$ cat config.mk
export PLATFORM = sky130hd
export DESIGN_NAME = slice_serial_adder_flat
export DESIGN_NICKNAME = d
export VERILOG_FILES = /design/src/rtl/slice_serial_adder_pkg.sv /design/src/rtl/slice_serial_adder_if.sv /design/src/rtl/slice_serial_adder_rca.sv /design/src/rtl/slice_serial_adder.sv /design/src/flat_wrapper.sv
export SDC_FILE = /design/constraint.sdc
export NUM_CORES = 1
export LEC_CHECK = 0
export BUFFER_PORTS_ARGS = -buffer_cell sky130_fd_sc_hd__buf_2
export CAP_MARGIN = 30
export CORE_MARGIN = 1
export CORE_UTILIZATION = 54
export CTS_CLUSTER_DIAMETER = 60
export DETAILED_ROUTE_END_ITERATION = 8
export PLACE_DENSITY = 0.78
export SLEW_MARGIN = 20
export SYNTH_ARGS = -nofsm -noshare
export SYNTH_HDL_FRONTEND = slang
export SYNTH_SLANG_ARGS = --single-unit
export TNS_END_PERCENT = 1
$ cat constraint.sdc
create_clock -name clk -period 4.6 [get_ports clk]
set_input_delay 0.92 -clock clk [delete_from_list [all_inputs] [get_ports clk]]
set_output_delay 0.92 -clock clk [all_outputs]
set_load 0.01 [all_outputs]
$ cat src/rtl/slice_serial_adder_pkg.sv
// Shared types and helpers for the slice-serial multi-precision adder.
// Holds the FSM state encoding and the slice-index width helper.
package slice_adder_pkg;

    typedef enum logic [1:0] {
        IDLE = 2'd0,
        RUN  = 2'd1,
        DONE = 2'd2
    } state_t;

    // The slice index never collapses to zero bits, even when SLICES=1.
    function automatic int idx_width(input int slices);
        if (slices <= 1) begin
            return 1;
        end
        return $clog2(slices);
    endfunction

endpackage

$ cat src/rtl/slice_serial_adder_if.sv
// Operand and result valid/ready handshakes of the slice-serial adder.
// The slave modport is the adder's view; the master modport is the producer/consumer view.
interface slice_serial_adder_if #(
    parameter int W = 16
);
    logic         in_valid;
    logic         in_ready;
    logic [W-1:0] a;
    logic [W-1:0] b;
    logic         cin;
    logic         sub;
    logic         out_valid;
    logic         out_ready;
    logic [W-1:0] result;
    logic         cout;
    logic         ovf;

    modport slave (
        input  in_valid, a, b, cin, sub, out_ready,
        output in_ready, out_valid, result, cout, ovf
    );

    modport master (
        output in_valid, a, b, cin, sub, out_ready,
        input  in_ready, out_valid, result, cout, ovf
    );
endinterface

$ cat src/rtl/slice_serial_adder_rca.sv
// Plain n-bit ripple-carry adder.
// It is the single arithmetic chain that the slice-serial wrapper time-shares.
module RCA_nbit #(
    parameter int n = 4
) (
    input  logic [n-1:0] x,
    input  logic [n-1:0] y,
    input  logic         cin,
    output logic [n-1:0] sum,
    output logic         cout
);
    logic [n:0] c;

    assign c[0] = cin;

    for (genvar i = 0; i < n; i++) begin : g_fa
        assign sum[i]   = x[i] ^ y[i] ^ c[i];
        assign c[i+1]   = (x[i] & y[i]) | (c[i] & (x[i] ^ y[i]));
    end

    assign cout = c[n];
endmodule

$ cat src/rtl/slice_serial_adder.sv
// Multi-precision add/subtract: a W-bit operand pair goes through one N-bit RCA,
// one slice per clock with the carry held in a flop, LSB slice first.
module slice_serial_adder
    import slice_adder_pkg::*;
#(
    parameter int N      = 4,
    parameter int SLICES = 4
) (
    input logic                 clk,
    input logic                 rst,
    slice_serial_adder_if.slave bus
);
    localparam int            W        = N * SLICES;
    localparam int            IW       = idx_width(SLICES);
    localparam logic [IW-1:0] LAST_IDX = IW'(SLICES - 1);

    state_t        state_q, state_d;
    logic [IW-1:0] idx_q, idx_d;
    logic          carry_q, carry_d;
    logic [W-1:0]  a_r_q, a_r_d;
    logic [W-1:0]  b_r_q, b_r_d;
    logic [W-1:0]  result_q, result_d;
    logic          cout_q, cout_d;
    logic          ovf_q, ovf_d;

    logic [N-1:0]  rca_x, rca_y, rca_sum;
    logic          rca_cout;

    assign rca_x = a_r_q[int'(idx_q)*N +: N];
    assign rca_y = b_r_q[int'(idx_q)*N +: N];

    RCA_nbit #(.n(N)) u_rca (
        .x    (rca_x),
        .y    (rca_y),
        .cin  (carry_q),
        .sum  (rca_sum),
        .cout (rca_cout)
    );

    always_comb begin
        state_d  = state_q;
        idx_d    = idx_q;
        carry_d  = carry_q;
        a_r_d    = a_r_q;
        b_r_d    = b_r_q;
        result_d = result_q;
        cout_d   = cout_q;
        ovf_d    = ovf_q;

        unique case (state_q)
            IDLE: begin
                if (bus.in_valid) begin
                    // Subtraction is a + ~b + 1, so cin is irrelevant in that mode.
                    a_r_d   = bus.a;
                    b_r_d   = bus.sub ? ~bus.b : bus.b;
                    carry_d = bus.sub ? 1'b1 : bus.cin;
                    idx_d   = '0;
                    state_d = RUN;
                end
            end
            RUN: begin
                result_d[int'(idx_q)*N +: N] = rca_sum;
                carry_d = rca_cout;
                if (idx_q == LAST_IDX) begin
                    idx_d   = '0;
                    cout_d  = rca_cout;
                    ovf_d   = (a_r_q[W-1] == b_r_q[W-1]) && (rca_sum[N-1] != a_r_q[W-1]);
                    state_d = DONE;
                end else begin
                    idx_d = idx_q + 1'b1;
                end
            end
            DONE: begin
                if (bus.out_ready) begin
                    state_d = IDLE;
                end
            end
            default: begin
                state_d = IDLE;
            end
        endcase
    end

    always_ff @(posedge clk) begin
        if (rst) begin
            state_q  <= IDLE;
            idx_q    <= '0;
            carry_q  <= 1'b0;
            a_r_q    <= '0;
            b_r_q    <= '0;
            result_q <= '0;
            cout_q   <= 1'b0;
            ovf_q    <= 1'b0;
        end else begin
            state_q  <= state_d;
            idx_q    <= idx_d;
            carry_q  <= carry_d;
            a_r_q    <= a_r_d;
            b_r_q    <= b_r_d;
            result_q <= result_d;
            cout_q   <= cout_d;
            ovf_q    <= ovf_d;
        end
    end

    assign bus.in_ready  = (state_q == IDLE);
    assign bus.out_valid = (state_q == DONE);
    assign bus.result    = result_q;
    assign bus.cout      = cout_q;
    assign bus.ovf       = ovf_q;
endmodule

$ cat src/flat_wrapper.sv
// flat-port wrapper written by rule: the top's interface ports become plain ports
module slice_serial_adder_flat import slice_adder_pkg::*;
#(
    parameter int N      = 4,
    parameter int SLICES = 4
)
  (clk, rst, bus_in_valid, bus_a, bus_b, bus_cin, bus_sub, bus_out_ready, bus_in_ready, bus_out_valid, bus_result, bus_cout, bus_ovf);
  slice_serial_adder_if #(.W((N * SLICES))) bus_i ();
  input logic clk;
  input logic rst;
  input wire logic [$bits(bus_i.in_valid)-1:0] bus_in_valid;
  input wire logic [$bits(bus_i.a)-1:0] bus_a;
  input wire logic [$bits(bus_i.b)-1:0] bus_b;
  input wire logic [$bits(bus_i.cin)-1:0] bus_cin;
  input wire logic [$bits(bus_i.sub)-1:0] bus_sub;
  input wire logic [$bits(bus_i.out_ready)-1:0] bus_out_ready;
  output wire logic [$bits(bus_i.in_ready)-1:0] bus_in_ready;
  output wire logic [$bits(bus_i.out_valid)-1:0] bus_out_valid;
  output wire logic [$bits(bus_i.result)-1:0] bus_result;
  output wire logic [$bits(bus_i.cout)-1:0] bus_cout;
  output wire logic [$bits(bus_i.ovf)-1:0] bus_ovf;
  assign bus_i.in_valid = bus_in_valid;
  assign bus_i.a = bus_a;
  assign bus_i.b = bus_b;
  assign bus_i.cin = bus_cin;
  assign bus_i.sub = bus_sub;
  assign bus_i.out_ready = bus_out_ready;
  assign bus_in_ready = bus_i.in_ready;
  assign bus_out_valid = bus_i.out_valid;
  assign bus_result = bus_i.result;
  assign bus_cout = bus_i.cout;
  assign bus_ovf = bus_i.ovf;
  slice_serial_adder #(.N(N), .SLICES(SLICES)) u_core (.clk(clk), .rst(rst), .bus(bus_i));
endmodule
Yosys cells after proc, flatten, opt, wreduce, memory -nomap -nowiden
Cells that the tools add are included.

Register bits: 55. Bits in latches: 0. Bits in writable memories: 0. ROM bits: 0. Input bits: 38. Output and inout bits: 20. Logic and storage cells: 62. Memories kept: 0.

Add/sub/neg operators: 2. $mul: 0. Div/mod/pow operators: 0. Order comparisons: 0. Equal/unequal tests: 8. Shift-type cells: 4. Mux-type cells: 12. Bitwise logic cells: 21. Reduce and logical (&&, ||, !) cells: 7.

Operator list (number): 4-bit negation with 33-bit output (1); 4-bit by 33-bit variable shift with 16-bit output (first input constant) (1); 4-bit by 33-bit variable part select with 16-bit output (1); 16-bit by 5-bit variable part select with 4-bit output (2); 16-bit bitwise mux (1); 16-bit 2-to-1 mux (1); 16-bit NOT (1); 2-bit 2-to-1 mux (5); 1-bit bitwise AND (8); 1-bit bitwise XOR (8); 2-bit case mux with 3 select lines (1); 2-bit AND reduction (3); 2-bit == test (second input constant) (2); 2-bit inequality test (second input constant) (2); 1-bit OR (4); 2-bit case mux with 2 select lines (1); 3-bit AND reduction (1); 2-bit by 1-bit adder with 2-bit output (second input constant) (1); 2-bit by 1-bit == test with 1-bit output (second input constant) (1); 2-bit logical NOT (1); 1-bit 2-to-1 mux (2); 2-bit by 1-bit inequality test with 1-bit output (second input constant) (1); 1-bit case mux with 2 select lines (1); 2-bit nonzero test (1); other kinds (3) (3).

Logic depth before layout (Yosys ltp)
Word-level depth: 11. Mapped depth: 9. Depth with buffers taken out: 8.

Cells and area by module
Synthesis repeated with hierarchy kept, for this count alone.

Cell total of the unflattened synthesis: 280. Area total of the unflattened synthesis: 2607.5 um2.

Modules (own cells, without submodules): slice_serial_adder (times used 1, cells an instance 266, area an instance 2489.9 um2, seq. area each 1101.1 um2); RCA_nbit (times used 1, cells an instance 14, area an instance 117.6 um2, seq. area each 0.0 um2).

Worst setup path before layout
OpenSTA, ideal clock, no wires.

Kind: register -> register. Start: register u_core.idx_q[0]. End: register u_core.ovf_q, in the netlist u_core.bus.ovf. Library setup time: 132 ps. Arrival time: 3402 ps. Data required time: 4468 ps. Setup slack: 1066 ps. Stages on the path, launching flop included: 10. Path buffers: 1. Clock period less this slack: 3534 ps. Cell sequence: dfxtp_1 -> buf_2 -> mux4_2 -> fa_1 -> fa_1 -> fa_1 -> fa_1 -> and3b_1 -> a211oi_1 -> nor3_1.

Cells in the longest elaborated chain, start to end: 11. Elaborated cells on any way between the ends: 20. Classes of those cells: eq/ne (2); shift (2); bitwise (14); reduce/logical (2).

Ends and longest elaborated chain: start: declaration (RTL line slice_serial_adder.sv:18) `logic [IW-1:0] idx_q, idx_d;`; start signal: assignment (RTL line slice_serial_adder.sv:96) `idx_q <= idx_d;`; 16-bit by 5-bit variable part select with 4-bit output, on equally long branches (RTL line slice_serial_adder.sv:29, slice_serial_adder.sv:30); 1-bit bitwise XOR (RTL line slice_serial_adder_rca.sv:18) `assign c[i+1] = (x[i] & y[i]) | (c[i] & (x[i] ^ y[i]));`; 1-bit bitwise AND (RTL line slice_serial_adder_rca.sv:18); 1-bit OR (RTL line slice_serial_adder_rca.sv:18); 1-bit bitwise AND (RTL line slice_serial_adder_rca.sv:18); 1-bit OR (RTL line slice_serial_adder_rca.sv:18); 1-bit bitwise AND (RTL line slice_serial_adder_rca.sv:18); 1-bit OR (RTL line slice_serial_adder_rca.sv:18); 1-bit bitwise XOR (RTL line slice_serial_adder_rca.sv:17) `assign sum[i] = x[i] ^ y[i] ^ c[i];`; 1-bit inequality test (RTL line slice_serial_adder.sv:67) `ovf_d = (a_r_q[W-1] == b_r_q[W-1]) && (rca_sum[N-1] != a_r_q[W-1]);`; 1-bit logical AND (RTL line slice_serial_adder.sv:67); end signal: assignment (RTL line slice_serial_adder.sv:102) `ovf_q <= ovf_d;`; end: declaration (RTL line slice_serial_adder.sv:24) `logic ovf_q, ovf_d;`.

Several ways; a longest one is shown, not always the timed one. A chain may end at the register's enable or synchronous reset.

Worst setup path in the final report
Start: register u_core.idx_q[1]. End: register u_core.ovf_q, in the netlist u_core.bus.ovf.

The elaborated chain is that of the path after synthesis.

==> flow_metrics.tcl <==
set metrics [dict create \
    wl_per_cell_um 13.7 \
    drc 0 \
    finalSetupViolations 0 \
    cts_setup_buffers 0 \
    grt_pass1_wl_mm 8.85 \
    irDropWorstVdd_v 0.000197 \
    grt.total_usage_pct 22.3 \
    clkLatencyLatePin_ns 0.30 \
    clock_skew_ns 0.00287 \
    period_share_pct 75.8 \
    synth_area_leaders "dfxtp_1 (42%), mux4_2 (6.8%), xnor2_1 (5.3%)" \
    core_um2 4720 \
    slowest_stage "dfxtp_1" \
    ys_seq_area_share_pct 41.7 \
    syn_area_per_cell_um2 9.90 \
    min_path_type "reg -> reg" \
    fin_area_um2 3040 \
    cts_tree "yes" \
    antenna_found_initial 0 \
    syn_area_um2 2640 \
    finalMaxSlewViolations 0 \
    worst-path-buf-inv 0 \
    tightest_slew_ns 0.707 \
    io_buffers 57 \
    setup.worst_path.class "reg -> reg" \
    crit_family "adder cells" \
    grt_max_degree 49 \
    synth_ff_type "dfxtp_1" \
    period_needed_ns 3.49 \
    leakage_uw 0.00121 \
    die-area_um2 5180 \
    drt_iter0_drc 85 \
    hold_viol_final 0 \
    wirelength_mm 5.24 \
    placed_cell_area_um2 2940 \
    synth_commonest_cells "dfxtp_1 (55), nor2_1 (31), nand2_1 (28)" \
    syn-num-nets 315 \
    initial_core_util_pct 55.9 \
    gp_congestion 0.806 \
    cp.required_ns 4.80 \
    vias 2018 \
    syn-instance-count 267 \
    startpoint_type "flop" \
    slew_headroom_pct 52.9 \
    synth_edf_count 0 \
    detailed_place_hpwl_mm 3.83 \
    async_flop_share_pct 0 \
    pre_cts_ws_ns 1.12 \
    cts.clk_slew.worst_paths_ns 0.09 \
    grt_overflow 0 \
    crit_path_end_kind "flop" \
    vias_per_cell 5.28 \
    powerDensity_nw_per_um2 316 \
    max_freq_mhz 287 \
    htree_levels 2 \
    drive_above_1_share_pct 31.1 \
    io_pins 58 \
    clockBufferDepth 2 \
    area_growth_pct 14.9 \
    holdBufCountCts 0 \
    synth_top_area_share_pct 41.7 \
    cts_num_sinks 55 \
    cp_slowest_stage_delay_ns 0.67 \
    cts-buffers-inserted 5 \
    ys_ff_latch 55 \
    setup_tns_ns 0 \
    cp.arrival_ns 3.69 \
    worst_slack_ns 1.11 \
    maxCapViolCount 0 \
    worst-path-max-fanout 13 \
    antenna_cells 0 \
    clockRootBuffer "clkbuf_8" \
    yosys.area.top_type "dfxtp_1" \
    ant_nets 0 \
    synth.distinct_cells 37 \
    nets 362 \
    rows 25 \
    status "complete, no violations" \
    rsz0062_at_grt "no" \
    cpMostUsedCell "fa_1" \
    drt_pass1_iterations 4 \
    die_w_um 72.0 \
    first_global_vias 1965 \
    crit_chain "mux4_2 -> fa_1 -> fa_1 -> fa_1 -> fa_1 -> and3b_1 -> a211oi_1 -> nor3_1" \
    yosysMostFrequentCell "dfxtp_1" \
    die_height_um 72.0 \
    cts_resized 0 \
    synth_warnings 0 \
]
flip-flops by register name, indices dropped and copies added, names as in the netlist:
register / count
u_core.a_r_q: 16
u_core.b_r_q: 16
u_core.bus.result: 16
u_core.idx_q: 2
u_core.state_q: 2
u_core.bus.cout: 1
u_core.bus.ovf: 1
u_core.carry_q: 1
where the power goes:
group | internal [µW] | switching [µW] | leakage [µW]
Combinational | 73.3 | 84.6 | 0.000711
Sequential | 501 | 20.1 | 0.000450
Clock | 138 | 144 | 0.0000515
Total | 712 | 249 | 0.00121
layout by cell type, fill, tap and decap left out, types with 4 or more instances in the layout:
cell type,Yosys,layout
nor2_1,31,31
a32oi_1,8,8
mux4_2,8,8
clkbuf_8,0,7
buf_2,7,57
o32ai_1,8,8
dfxtp_1,55,55
fa_1,4,4
a211oi_1,17,17
a21oi_1,7,7
ha_1,6,6
inv_1,12,12
nand2_1,28,28
xnor2_1,16,16
nand2_2,10,10
a21oi_2,10,10
kinds of logic (layout without fill, tap and decap cells):
| kind of cell | after synthesis | count (layout) | share of synthesized area (%) |
|---|---|---|---|
| XOR/XNOR | 16 | 16 | 5.30 |
| adder cells (fa/ha/maj) | 10 | 10 | 5.87 |
| multiplexers | 10 | 10 | 7.58 |
| AND/OR/NAND/NOR | 88 | 88 | 16.7 |
| AO/OA/AOI/OAI | 56 | 56 | 16.4 |
| flip-flops | 55 | 55 | 41.7 |
| buffers and inverters | 32 | 80 | 6.44 |
worst register-to-register path, delay by kind of cell, from the launching register on:
kind	cells	cell delay, ns
simple gates	2	0.28
compound gates	1	0.21
fa+ha+maj	4	1.83
flops	1	0.67
mux	1	0.41
final cells by class:
type,count,area (µm²)
timing repair buffer,60,328
multi-input combinational,180,1380
inverter,12,45.0
sequential,55,1100
tap,67,83.8
fill,408,1690
clock buffer,8,100
path summary, 6_finish.rpt:
path	start	end	slack, ns	depth (start not counted)
setup / recovery	u_core.idx_q[1]$_SDFFE_PP0P_	u_core.bus.ovf$_SDFFE_PP0P_	1.11	8
hold / removal	u_core.a_r_q[0]$_SDFFE_PP0P_	u_core.a_r_q[0]$_SDFFE_PP0P_	0.46	2
setup reg to reg	u_core.idx_q[1]$_SDFFE_PP0P_	u_core.bus.ovf$_SDFFE_PP0P_	1.11	8
hold reg to reg	u_core.a_r_q[0]$_SDFFE_PP0P_	u_core.a_r_q[0]$_SDFFE_PP0P_	0.46	2
through the flow:
stage	utilization, %	cells	hold slack (ns)	power, µW
after global routing	64.3	382	0.484	1000
after global placement	61.6	373	0.449	683
final	64.3	382	0.459	961
after CTS	64.3	382	0.462	968
after detailed placement	62.1	374	0.450	690
after floorplan	-	267	0.433	644
metal layers:
layer / vias up / GRT usage (%) / wire length [µm]
li1: 1027 / - / -
met1: 935 / 27.1 / 2370
met2: 48 / 38.9 / 2580
met3: 8 / 4.86 / 188
met4: 0 / 8.50 / 95
met5: - / 0 / 0
Power figures use the tool's default switching activity.
